--- src/rtl/openofdm_rx_pkt_monitor_if.sv ---
// Bus between the dot11 rx core (plus the record reader) and the packet monitor.
// master drives header/byte/FCS events and pops; slave is the monitor itself.
interface openofdm_rx_pkt_monitor_if #(
  parameter int RSSI_HALF_DB_WIDTH = 11,
  parameter int FIFO_DEPTH_LOG2    = 4
);
  logic                                 enable;
  logic signed [RSSI_HALF_DB_WIDTH-1:0] rssi_half_db;
  logic                                 pkt_header_valid_strobe;
  logic                                 pkt_header_valid;
  logic                                 ht_unsupport;
  logic [7:0]                           pkt_rate;
  logic [15:0]                          pkt_len;
  logic                                 ht_sgi;
  logic                                 byte_out_strobe;
  logic                                 fcs_out_strobe;
  logic                                 fcs_ok;
  logic [15:0]                          timeout_cycles;
  logic                                 rd_en;
  logic [63:0]                          rd_data;
  logic                                 rd_valid;
  logic [FIFO_DEPTH_LOG2:0]             fifo_level;
  logic                                 fifo_empty;
  logic                                 fifo_full;
  logic [15:0]                          drop_count;

  modport master (
    output enable, rssi_half_db, pkt_header_valid_strobe, pkt_header_valid,
           ht_unsupport, pkt_rate, pkt_len, ht_sgi, byte_out_strobe,
           fcs_out_strobe, fcs_ok, timeout_cycles, rd_en,
    input  rd_data, rd_valid, fifo_level, fifo_empty, fifo_full, drop_count
  );

  modport slave (
    input  enable, rssi_half_db, pkt_header_valid_strobe, pkt_header_valid,
           ht_unsupport, pkt_rate, pkt_len, ht_sgi, byte_out_strobe,
           fcs_out_strobe, fcs_ok, timeout_cycles, rd_en,
    output rd_data, rd_valid, fifo_level, fifo_empty, fifo_full, drop_count
  );
endinterface

--- src/rtl/openofdm_rx_pkt_monitor.sv ---
// Per-packet 64-bit status records queued in a FIFO, with sequence numbers and a drop counter.
// Define OPENOFDM_RX_RSSI_PEAK_EN to record peak RSSI over the packet instead of the header-cycle value.
module openofdm_rx_pkt_monitor #(
  parameter int RSSI_HALF_DB_WIDTH = 11,
  parameter int FIFO_DEPTH_LOG2    = 4
) (
  input logic                      clock,
  input logic                      reset,
  openofdm_rx_pkt_monitor_if.slave bus
);
  localparam int DEPTH = 1 << FIFO_DEPTH_LOG2;
  localparam logic [FIFO_DEPTH_LOG2:0] LEVEL_FULL = (FIFO_DEPTH_LOG2+1)'(DEPTH);

  typedef enum logic {IDLE, DATA} state_t;

  typedef struct packed {
    logic [7:0]  seq;
    logic [15:0] bytes;
    logic        aborted;
    logic        fcs_ok;
    logic        header_invalid;
    logic        ht_unsupport;
    logic        sgi;
    logic [10:0] rssi;
    logic [15:0] len;
    logic [7:0]  rate;
  } record_t;

  state_t                     state_q, state_d;
  logic [7:0]                 rate_q;
  logic [15:0]                len_q;
  logic                       sgi_q;
  logic signed [10:0]         rssi_q;
  logic [15:0]                byte_cnt_q;
  logic [15:0]                idle_cnt_q;
  logic [7:0]                 seq_q;
  logic                       stage_valid_q;
  record_t                    stage_rec_q;
  logic                       defer_valid_q;
  record_t                    defer_rec_q;
  record_t                    mem [DEPTH];
  logic [FIFO_DEPTH_LOG2-1:0] wr_ptr_q, rd_ptr_q;
  logic [FIFO_DEPTH_LOG2:0]   level_q;
  logic [63:0]                rd_data_q;
  logic                       rd_valid_q;
  logic [15:0]                drop_q;

  logic signed [10:0] rssi_now, rssi_rec;
  logic [15:0]        bytes_now;
  logic               hdr_good, timeout_hit;
  logic               full, empty, wr_fire, rd_fire;
  record_t            live_rec, reject_rec;
  logic               emit, defer, load_hdr, hdr_drop;
  record_t            emit_rec, defer_rec;
  logic [1:0]         drop_inc;
  logic [16:0]        drop_sum;

  assign rssi_now = 11'($signed(bus.rssi_half_db[RSSI_HALF_DB_WIDTH-1:0]));

`ifdef OPENOFDM_RX_RSSI_PEAK_EN
  assign rssi_rec = (rssi_now > rssi_q) ? rssi_now : rssi_q;
`else
  assign rssi_rec = rssi_q;
`endif

  assign bytes_now = (bus.byte_out_strobe && byte_cnt_q != 16'hFFFF) ? byte_cnt_q + 16'd1 : byte_cnt_q;
  assign hdr_good  = bus.pkt_header_valid && !bus.ht_unsupport;
  // Fires when timeout_cycles cycles have elapsed since the last byte (or DATA entry).
  assign timeout_hit = (state_q == DATA) && (bus.timeout_cycles != 16'd0) && !bus.byte_out_strobe &&
                       (({1'b0, idle_cnt_q} + 17'd1) == {1'b0, bus.timeout_cycles});

  assign full    = (level_q == LEVEL_FULL);
  assign empty   = (level_q == '0);
  assign wr_fire = stage_valid_q && !full;
  assign rd_fire = bus.rd_en && !empty;

  always_comb begin
    live_rec       = '0;
    live_rec.bytes = bytes_now;
    live_rec.sgi   = sgi_q;
    live_rec.rssi  = rssi_rec;
    live_rec.len   = len_q;
    live_rec.rate  = rate_q;

    reject_rec                = '0;
    reject_rec.header_invalid = !bus.pkt_header_valid;
    reject_rec.ht_unsupport   = bus.ht_unsupport;
    reject_rec.sgi            = bus.ht_sgi;
    reject_rec.rssi           = rssi_now;
    reject_rec.len            = bus.pkt_len;
    reject_rec.rate           = bus.pkt_rate;
  end

  // NOTE: every output of this block gets a default first, so no path can infer a latch.
  always_comb begin
    state_d   = state_q;
    emit      = 1'b0;
    emit_rec  = '0;
    defer     = 1'b0;
    defer_rec = '0;
    load_hdr  = 1'b0;
    hdr_drop  = 1'b0;
    if (!bus.enable) begin
      state_d = IDLE;
    end else begin
      unique case (state_q)
        IDLE: begin
          if (bus.pkt_header_valid_strobe) begin
            if (hdr_good) begin
              load_hdr = 1'b1;
              state_d  = DATA;
            end else begin
              emit     = 1'b1;
              emit_rec = reject_rec;
            end
          end
        end
        DATA: begin
          if (bus.fcs_out_strobe) begin
            emit            = 1'b1;
            emit_rec        = live_rec;
            emit_rec.fcs_ok = bus.fcs_ok;
            hdr_drop        = bus.pkt_header_valid_strobe;
            state_d         = IDLE;
          end else if (bus.pkt_header_valid_strobe) begin
            emit             = 1'b1;
            emit_rec         = live_rec;
            emit_rec.aborted = 1'b1;
            if (hdr_good) begin
              load_hdr = 1'b1;
            end else begin
              // Only one record per cycle can enter the FIFO, so the reject waits a cycle.
              defer     = 1'b1;
              defer_rec = reject_rec;
              state_d   = IDLE;
            end
          end else if (timeout_hit) begin
            emit             = 1'b1;
            emit_rec         = live_rec;
            emit_rec.aborted = 1'b1;
            state_d          = IDLE;
          end
        end
        default: state_d = IDLE;
      endcase
    end
    emit_rec.seq  = seq_q;
    defer_rec.seq = seq_q + 8'd1;
  end

  assign drop_inc = {1'b0, stage_valid_q && full} + {1'b0, hdr_drop} + {1'b0, defer_valid_q && emit};
  assign drop_sum = {1'b0, drop_q} + 17'(drop_inc);

  // NOTE: sequential state uses non-blocking assignments so every register samples pre-edge values.
  always_ff @(posedge clock) begin
    if (reset) begin
      state_q       <= IDLE;
      rate_q        <= '0;
      len_q         <= '0;
      sgi_q         <= 1'b0;
      rssi_q        <= '0;
      byte_cnt_q    <= '0;
      idle_cnt_q    <= '0;
      seq_q         <= '0;
      stage_valid_q <= 1'b0;
      stage_rec_q   <= '0;
      defer_valid_q <= 1'b0;
      defer_rec_q   <= '0;
      wr_ptr_q      <= '0;
      rd_ptr_q      <= '0;
      level_q       <= '0;
      rd_data_q     <= '0;
      rd_valid_q    <= 1'b0;
      drop_q        <= '0;
    end else begin
      state_q <= state_d;

      if (load_hdr) begin
        rate_q     <= bus.pkt_rate;
        len_q      <= bus.pkt_len;
        sgi_q      <= bus.ht_sgi;
        rssi_q     <= rssi_now;
        byte_cnt_q <= '0;
        idle_cnt_q <= '0;
      end else if (state_q == DATA) begin
        byte_cnt_q <= bytes_now;
        if (bus.byte_out_strobe)
          idle_cnt_q <= '0;
        else if (idle_cnt_q != 16'hFFFF)
          idle_cnt_q <= idle_cnt_q + 16'd1;
`ifdef OPENOFDM_RX_RSSI_PEAK_EN
        rssi_q <= rssi_rec;
`endif
      end

      seq_q <= seq_q + 8'(emit) + 8'(defer);

      if (defer_valid_q) begin
        stage_valid_q <= 1'b1;
        stage_rec_q   <= defer_rec_q;
      end else begin
        stage_valid_q <= emit;
        stage_rec_q   <= emit_rec;
      end
      defer_valid_q <= defer;
      defer_rec_q   <= defer_rec;

      if (wr_fire) wr_ptr_q <= wr_ptr_q + FIFO_DEPTH_LOG2'(1);
      if (rd_fire) begin
        rd_ptr_q  <= rd_ptr_q + FIFO_DEPTH_LOG2'(1);
        rd_data_q <= mem[rd_ptr_q];
      end
      rd_valid_q <= rd_fire;
      level_q    <= level_q + (FIFO_DEPTH_LOG2+1)'(wr_fire) - (FIFO_DEPTH_LOG2+1)'(rd_fire);
      drop_q     <= drop_sum[16] ? 16'hFFFF : drop_sum[15:0];
    end
  end

  // NOTE: the record storage has no reset; the pointers and level define what is valid.
  always_ff @(posedge clock) begin
    if (wr_fire) mem[wr_ptr_q] <= stage_rec_q;
  end

  assign bus.rd_data    = rd_data_q;
  assign bus.rd_valid   = rd_valid_q;
  assign bus.fifo_level = level_q;
  assign bus.fifo_empty = empty;
  assign bus.fifo_full  = full;
  assign bus.drop_count = drop_q;
endmodule

--- src/flat_wrapper.sv ---
// flat-port wrapper written by rule: the top's interface ports become plain ports
module openofdm_rx_pkt_monitor_flat 
#(
  parameter int RSSI_HALF_DB_WIDTH = 11,
  parameter int FIFO_DEPTH_LOG2    = 4
)
  (clock, reset, bus_enable, bus_rssi_half_db, bus_pkt_header_valid_strobe, bus_pkt_header_valid, bus_ht_unsupport, bus_pkt_rate, bus_pkt_len, bus_ht_sgi, bus_byte_out_strobe, bus_fcs_out_strobe, bus_fcs_ok, bus_timeout_cycles, bus_rd_en, bus_rd_data, bus_rd_valid, bus_fifo_level, bus_fifo_empty, bus_fifo_full, bus_drop_count);
  openofdm_rx_pkt_monitor_if #(.RSSI_HALF_DB_WIDTH(RSSI_HALF_DB_WIDTH), .FIFO_DEPTH_LOG2(FIFO_DEPTH_LOG2)) bus_i ();
  input logic clock;
  input logic reset;
  input wire logic [$bits(bus_i.enable)-1:0] bus_enable;
  input wire logic [$bits(bus_i.rssi_half_db)-1:0] bus_rssi_half_db;
  input wire logic [$bits(bus_i.pkt_header_valid_strobe)-1:0] bus_pkt_header_valid_strobe;
  input wire logic [$bits(bus_i.pkt_header_valid)-1:0] bus_pkt_header_valid;
  input wire logic [$bits(bus_i.ht_unsupport)-1:0] bus_ht_unsupport;
  input wire logic [$bits(bus_i.pkt_rate)-1:0] bus_pkt_rate;
  input wire logic [$bits(bus_i.pkt_len)-1:0] bus_pkt_len;
  input wire logic [$bits(bus_i.ht_sgi)-1:0] bus_ht_sgi;
  input wire logic [$bits(bus_i.byte_out_strobe)-1:0] bus_byte_out_strobe;
  input wire logic [$bits(bus_i.fcs_out_strobe)-1:0] bus_fcs_out_strobe;
  input wire logic [$bits(bus_i.fcs_ok)-1:0] bus_fcs_ok;
  input wire logic [$bits(bus_i.timeout_cycles)-1:0] bus_timeout_cycles;
  input wire logic [$bits(bus_i.rd_en)-1:0] bus_rd_en;
  output wire logic [$bits(bus_i.rd_data)-1:0] bus_rd_data;
  output wire logic [$bits(bus_i.rd_valid)-1:0] bus_rd_valid;
  output wire logic [$bits(bus_i.fifo_level)-1:0] bus_fifo_level;
  output wire logic [$bits(bus_i.fifo_empty)-1:0] bus_fifo_empty;
  output wire logic [$bits(bus_i.fifo_full)-1:0] bus_fifo_full;
  output wire logic [$bits(bus_i.drop_count)-1:0] bus_drop_count;
  assign bus_i.enable = bus_enable;
  assign bus_i.rssi_half_db = bus_rssi_half_db;
  assign bus_i.pkt_header_valid_strobe = bus_pkt_header_valid_strobe;
  assign bus_i.pkt_header_valid = bus_pkt_header_valid;
  assign bus_i.ht_unsupport = bus_ht_unsupport;
  assign bus_i.pkt_rate = bus_pkt_rate;
  assign bus_i.pkt_len = bus_pkt_len;
  assign bus_i.ht_sgi = bus_ht_sgi;
  assign bus_i.byte_out_strobe = bus_byte_out_strobe;
  assign bus_i.fcs_out_strobe = bus_fcs_out_strobe;
  assign bus_i.fcs_ok = bus_fcs_ok;
  assign bus_i.timeout_cycles = bus_timeout_cycles;
  assign bus_i.rd_en = bus_rd_en;
  assign bus_rd_data = bus_i.rd_data;
  assign bus_rd_valid = bus_i.rd_valid;
  assign bus_fifo_level = bus_i.fifo_level;
  assign bus_fifo_empty = bus_i.fifo_empty;
  assign bus_fifo_full = bus_i.fifo_full;
  assign bus_drop_count = bus_i.drop_count;
  openofdm_rx_pkt_monitor #(.RSSI_HALF_DB_WIDTH(RSSI_HALF_DB_WIDTH), .FIFO_DEPTH_LOG2(FIFO_DEPTH_LOG2)) u_core (.clock(clock), .reset(reset), .bus(bus_i));
endmodule
--- config.mk ---
export PLATFORM = sky130hd
export DESIGN_NAME = openofdm_rx_pkt_monitor_flat
export DESIGN_NICKNAME = d
export VERILOG_FILES = /design/src/rtl/openofdm_rx_pkt_monitor_if.sv /design/src/rtl/openofdm_rx_pkt_monitor.sv /design/src/flat_wrapper.sv
export SDC_FILE = /design/constraint.sdc
export NUM_CORES = 2
export LEC_CHECK = 0
export CORE_ASPECT_RATIO = 0.8
export CORE_UTILIZATION = 61
export CTS_CLUSTER_DIAMETER = 40
export DETAILED_ROUTE_END_ITERATION = 12
export MAX_ROUTING_LAYER = met4
export PLACE_DENSITY = 0.79
export SLEW_MARGIN = 20
export SYNTH_ARGS = -nofsm -noshare
export SYNTH_HDL_FRONTEND = slang
export SYNTH_SLANG_ARGS = --single-unit
--- constraint.sdc ---
create_clock -name clock -period 7.1 [get_ports clock]
set_input_delay 1.42 -clock clock [delete_from_list [all_inputs] [get_ports clock]]
set_output_delay 1.42 -clock clock [all_outputs]
set_load 0.02 [all_outputs]
; ---- Yosys cells after proc, flatten, opt, wreduce, memory -nomap -nowiden
; Memories as Yosys holds them, arrays and structs flattened. A register that Yosys moved wholly into a read port is not among the register bits.
; Cells that the tools add are included.
[word_totals]
regBits = 237
mem_bits_rw = 1024
input_bits = 62
out_inout_bits = 88
memories = 1
[memory_table]
columns = name, words, width, rd, rd_ports_with_merged_regs, wr, line
row1 = u_core.mem, 16, 64, 1, 1, 1, openofdm_rx_pkt_monitor.sv:41  ; record_t mem [DEPTH];
[op_classes]
addsub = 13
n_eq_ne = 4
muxes = 37
bitwise = 2
reduce_logical = 21
[op_table]
columns = operator, n
row1 = $mux W56, 5
row2 = $pmux W56 S2, 1
row3 = $mux W16, 4
row4 = $mux W64, 1
row5 = $mux W38, 1
row6 = $add A16 B1 Y16 const B, 2
row7 = $ne A16 B16 Y1 const B, 2
row8 = $mux W1, 22
row9 = $add A16 B1 Y17 const B, 1
row10 = $add A16 B2 Y17, 1
row11 = $eq A17 B16 Y1, 1
row12 = $add A8 B1 Y8, 2
row13 = $reduce_bool A16 Y1, 1
row14 = $logic_and A1 B1 Y1, 9
row15 = $add A4 B1 Y4 const B, 2
row16 = $add A8 B1 Y8 const B, 1
row17 = $pmux W1 S2, 3
row18 = $add A5 B1 Y5, 1
row19 = $eq A5 B5 Y1 const B, 1
row20 = $logic_not A1 Y1, 5
row21 = $logic_not A5 Y1, 1
row22 = $sub A5 B1 Y5, 1
row23 = $reduce_or A2 Y1, 2
row24 = $reduce_or A4 Y1, 1
row25 = 5 further kinds, 6

; ---- Depth between registers and ports, before layout
[depth]
depth_word = 13
ltp_mapped = 19

; ---- Worst setup path after synthesis
; OpenSTA, ideal clock, no wires.
[synth_timing]
path_type = flip-flop to flip-flop
start = reg u_core.level_q[2], in the netlist u_core.bus.fifo_level[2]
end = mem u_core.mem[3][0] (netlist name), enable pin
setup_ns = 0.564
arrival_ns = 5.924
required_time_ns = 6.536
slack_ns = 0.612
path_stages_with_launch = 8
n_path_buf = 1
synth_period_minus_slack_ns = 6.488
path_cell_list = dfxtp_1 inv_1 ha_1 and3_1 nor2b_1 clkbuf_1 nand2_1 nor3_1
[synth_between]
elab_chain_len = 5
[synth_lines]
columns = element, line
row1 = from (decl), openofdm_rx_pkt_monitor.sv:43  ; logic [FIFO_DEPTH_LOG2:0] level_q;
row2 = from (signal assigned), openofdm_rx_pkt_monitor.sv:214  ; level_q <= level_q + (FIFO_DEPTH_LOG2+1)'(wr_fire) - (FIFO_DEPTH_LOG2+1)'(rd_fire);
row3 = $eq A5 B5 Y1, openofdm_rx_pkt_monitor.sv:72  ; assign full = (level_q == LEVEL_FULL);
row4 = named net bus_fifo_full, flat_wrapper.sv:28  ; output wire logic [$bits(bus_i.fifo_full)-1:0] bus_fifo_full;
row5 = $logic_not A1 Y1, openofdm_rx_pkt_monitor.sv:74  ; assign wr_fire = stage_valid_q && !full;
row6 = $logic_and A1 B1 Y1, openofdm_rx_pkt_monitor.sv:74
row7 = named net u_core.wr_fire, openofdm_rx_pkt_monitor.sv:51  ; logic full, empty, wr_fire, rd_fire;
row8 = $mux W1, openofdm_rx_pkt_monitor.sv:221  ; if (wr_fire) mem[wr_ptr_q] <= stage_rec_q;
row9 = $mux W1 (not written as such), openofdm_rx_pkt_monitor.sv:221
row10 = to (decl), openofdm_rx_pkt_monitor.sv:41
; The timed path passes the listed nets, and every way through them passes these cells.

; ---- Worst setup path after layout
[layout_timing]
start = in bus_timeout_cycles[9]
end = reg u_core.drop_q[8], in the netlist u_core.bus.drop_count[8]
[layout_between]
elab_chain_len = 13
[layout_lines]
columns = element, line
row1 = from (decl), flat_wrapper.sv:22  ; input wire logic [$bits(bus_i.timeout_cycles)-1:0] bus_timeout_cycles;
row2 = $reduce_bool A16 Y1, openofdm_rx_pkt_monitor.sv:69  ; assign timeout_hit = (state_q == DATA) && (bus.timeout_cycles != 16'd0) && !bus.byte_out_strobe &&
row3 = $logic_and A1 B1 Y1 (2 in series), openofdm_rx_pkt_monitor.sv:69
row4 = $logic_and A1 B1 Y1 (*), openofdm_rx_pkt_monitor.sv:69
row5 = $mux W1 (*), openofdm_rx_pkt_monitor.sv:137  ; end else if (timeout_hit) begin
row6 = $mux W1 (*), openofdm_rx_pkt_monitor.sv:125  ; end else if (bus.pkt_header_valid_strobe) begin
row7 = $mux W1 (*), openofdm_rx_pkt_monitor.sv:119  ; if (bus.fcs_out_strobe) begin
row8 = $pmux W1 S2 (*), openofdm_rx_pkt_monitor.sv:106  ; unique case (state_q)
row9 = $mux W1 (*), openofdm_rx_pkt_monitor.sv:103  ; if (!bus.enable) begin
row10 = $logic_and A1 B1 Y1 (*), openofdm_rx_pkt_monitor.sv:151  ; assign drop_inc = {1'b0, stage_valid_q && full} + {1'b0, hdr_drop} + {1'b0, defer_valid_q && emit};
row11 = $add A2 B1 Y2 (*), openofdm_rx_pkt_monitor.sv:151
row12 = $add A16 B2 Y17 (*), openofdm_rx_pkt_monitor.sv:152  ; assign drop_sum = {1'b0, drop_q} + 17'(drop_inc);
row13 = $mux W16 (*), openofdm_rx_pkt_monitor.sv:215  ; drop_q <= drop_sum[16] ? 16'hFFFF : drop_sum[15:0];
row14 = to (signal assigned), openofdm_rx_pkt_monitor.sv:215
row15 = to (decl), openofdm_rx_pkt_monitor.sv:46  ; logic [15:0] drop_q;
; Mark *: on every way between the ends. The rest lies on a longest branch, timed or not.
; A chain may end at the register's enable or synchronous reset.

==> results.txt <==
Run status = finished, final reports clean
Share of the synthesized area in the top cell type = 62.0%
Top cell types by occurrence after synthesis = sky130_fd_sc_hd__edfxtp_1 (1024), sky130_fd_sc_hd__mux4_2 (320), sky130_fd_sc_hd__dfxtp_1 (283), sky130_fd_sc_hd__nand2_1 (269), sky130_fd_sc_hd__a21oi_1 (152)
# port buffers = 149
Cells on Worst Hold Path = 2
Slowest-stage cell, CP = sky130_fd_sc_hd__nor4_4
Synthesis Warnings = 0
Ys async rst share = 0%
Sum of negative setup slack = 0 ns
HPWL after detailed placement = 59.5 mm
Insertion delay of the later-clocked pin in the worst-skew pair = 0.73 ns
Clock tree from TritonCTS = done
Biggest fanout along the worst timing path = 13
Number of global-route vias before repair = 27200
Cells taking the most area after synthesis = sky130_fd_sc_hd__edfxtp_1 (62%), sky130_fd_sc_hd__mux4_2 (15%), sky130_fd_sc_hd__dfxtp_1 (11%)
Routed wire length = 120 mm
Area added between synthesis and finish = 14.9%
Metal3 WL = 11.6 mm
Reg clk slew, reported paths = 0.06 ns
X dimension of the die = 321 um
Average via count per standard cell = 6.48
Drt wl/cell = 28.9 um
Mapped cell area = 49600 um^2
Critical setup path kind = primary input to register
Critical Path End Type = register
Hold buffer count at cts = 0
Post-CTS setup buffers = 0
Number of enable flip-flop cells after synthesis = 1024
Final-report max-slew violation count = 0
Residual overflow from global routing = 0
Highest routed metal layer = met4
Count of maximum capacitance violations = 0
Post-layout net count = 3005
CP Data Required Time = 7.65 ns
Average instance area after synthesis = 18.1 um^2
Hold worst-path end = u_core.stage_rec_q[25]
Height of the die = 257 um
Floorplan die area = 82500 um^2
GRT Resource Usage Total = 30.5%
Met2 WL post-DR = 59.2 mm
Ys flop type = sky130_fd_sc_hd__edfxtp_1
Register-to-Register Path Depth = 16
Number of ports placed on the die boundary = 150
First-pass GRT wire length = 177 mm
Worst-case vdd ir drop = 0.309 mV
Total of flip-flops plus latches after synthesis = 1307
Layout cell share with drive strength beyond 1 = 21.1%
Sequential share of the synthesized area = 73.4%
Synth area leader = sky130_fd_sc_hd__edfxtp_1
Post-cts resize count = 0
Antenna Violating Nets Remaining = 0
Number of design rule violations left after detail routing = 0
Clock H-tree levels = 4
Time the worst path needs with I/O delays and setup = 5.22 ns
P_leak = 0.0189 uW
Number of sinks driven by the clock tree = 1307
Clk_skew = 0.0291 ns
Worst endpoint data arrival time = 5.77 ns
Placer Congestion = 0.842
Upper clock frequency limit = 192 MHz
Hold violation count in the final report = 0
Placeable core region = 80500 um^2
Number of antenna violations at the first check in global routing = 6
Category of the worst setup path launch point = primary input
Maximum number of pins on one net before global-route repair = 188
Worst-margin pin slew = 1.16 ns
Unrepaired setup endpoints after global routing = no
Power Dens Cells = 323 nW/um^2
Starting utilization of the core area = 61.6%
Share of the clock period used by the worst path after layout = 73.5%
Number of nets in the synthesized netlist = 2826
Number of vias in the routed layout = 26800
Number of instances in the synthesized netlist = 2743
Slew Limit Headroom = 22.5%
Clock buffer count from CTS = 138
Reg2reg start = u_core.idle_cnt_q[0]
Wl on met1 = 46.1 mm
Number of distinct standard cells referenced by the synthesized netlist = 59
First-iteration detailed-routing DRC count = 3394
First-pass DRT Iterations = 5
Setup violations, final = 0
Most repeated cell in the gate-level netlist after synthesis = sky130_fd_sc_hd__edfxtp_1
FF-to-FF End = u_core.bus.drop_count[8]
Num rows = 93
Largest stage delay on the critical path = 0.50 ns
Utilization of the core after routing = 70.7%
Setup slack of the most critical reg-to-reg path = 1.90 ns
Maximum number of buffers from clock root to sink = 3
Buffer type at the clock tree root = sky130_fd_sc_hd__clkbuf_16
Ordered list of cells on the worst path = clkdlybuf4s50_1 -> xor2_1 -> a31o_2 -> a222oi_1 -> nand4_1 -> nor4_4 -> o31ai_4 -> a211oi_1 -> fa_1 -> ha_1 -> fa_1 -> nand2_1 -> nor2_1 -> nand4_1 -> or3_1 -> a21oi_1
Origin of the worst min-delay path = u_core.defer_rec_q[25]
Path class of the lowest-slack min-delay path = register to register
-- cell usage in the layout, fill, tap and decap left out, types with 20 or more instances in the layout --
cell	instances
sky130_fd_sc_hd__xnor2_1	31
sky130_fd_sc_hd__clkbuf_1	27
sky130_fd_sc_hd__xor2_1	44
sky130_fd_sc_hd__nand3_1	37
sky130_fd_sc_hd__a22oi_1	36
sky130_fd_sc_hd__buf_4	48
sky130_fd_sc_hd__o21ai_0	56
sky130_fd_sc_hd__and2_1	38
sky130_fd_sc_hd__clkbuf_16	142
sky130_fd_sc_hd__nand4_1	20
sky130_fd_sc_hd__nor2_1	74
sky130_fd_sc_hd__edfxtp_1	1024
sky130_fd_sc_hd__nand2_1	269
sky130_fd_sc_hd__dfxtp_1	278
sky130_fd_sc_hd__a21oi_1	152
sky130_fd_sc_hd__clkdlybuf4s50_1	148
sky130_fd_sc_hd__inv_1	21
sky130_fd_sc_hd__mux4_2	320
-- final cells by class --
cell class / count / area [um^2]
antenna: 6 / 15.0
sequential: 1307 / 36400
clock buffer: 176 / 3750
tap: 1092 / 1370
inverter: 22 / 82.6
fill: 4758 / 23600
timing repair buffer: 200 / 1910
clock inverter: 79 / 820
multi-input combinational: 1253 / 12600
-- worst max-delay path by stage --
stage,end,cells after the start,start,slack (ns)
finish,u_core.bus.drop_count[8],16,bus_timeout_cycles[9],1.88
global route,u_core.bus.drop_count[8],16,u_core.idle_cnt_q[0],1.49
CTS,u_core.bus.drop_count[7],16,u_core.idle_cnt_q[0],1.93
detailed placement,u_core.bus.drop_count[8],16,bus_timeout_cycles[9],1.21
global placement,u_core.bus.drop_count[1],16,bus_timeout_cycles[9],1.29
floorplan,u_core.mem[3][0],7,u_core.bus.fifo_level[2],0.61
-- power breakdown --
part / switching [uW] / internal, uW
Sequential: 221 / 8310
Clock: 3020 / 4200
Combinational: 1280 / 1350
Total: 4520 / 13900
-- worst max-delay path, delay by kind of cell --
family,cells,cell delay [ns]
buffers and inverters,1,0.45
xor gates and xnor gates,1,0.17
AOI/OAI and AO/OA,5,1.12
and+or+nand+nor,6,1.43
adders and majority gates,3,1.18
-- registers in the layout (all words and copies together) (netlist names) --
name                   count
u_core.idle_cnt_q         16
u_core.rssi_q             11
u_core.rd_ptr_q            4
u_core.len_q              16
u_core.bus.fifo_level      5
u_core.bus.rd_valid        1
u_core.mem              1024
u_core.seq_q               8
u_core.state_q             1
u_core.defer_valid_q       1
u_core.stage_rec_q        64
u_core.bus.drop_count     16
u_core.bus.rd_data        64
u_core.defer_rec_q        46
u_core.wr_ptr_q            4
u_core.sgi_q               1
u_core.byte_cnt_q         16
u_core.rate_q              8
u_core.stage_valid_q       1
-- through the flow --
step                setup slack [ns]  total power [uW]  std cells  hold WS (ns)  area [um^2]
floorplan                      0.612             10500       2743         0.401        49600
global placement                1.29             11300       3874         0.408        52400
detailed placement              1.21             11300       3874         0.421        52400
CTS                             1.93             18500       4129         0.434        57000
global route                    1.49             18900       4135         0.451        57000
finish                          1.88             18400       4135         0.431        57000
-- cells by family after synthesis --
logic type                 Yosys count  synth area share [%]
DFF                               1307                  73.4
and+or+nand+nor                    554                  5.32
muxes                              332                  14.8
AOI/OAI and AO/OA                  271                  3.10
buffers and inverters              183                  1.47
xor gates and xnor gates            75                  1.32
adders and majority gates           21                 0.590
-- metal layers --
layer | global-route usage [%] | vias to the layer above
li1 | - | 11200
met4 | 8.92 | 0
met5 | - | -
met3 | 6.14 | 218
met1 | 41.3 | 13800
met2 | 47.5 | 1591
Note: power is estimated with default switching activity, not from simulation.
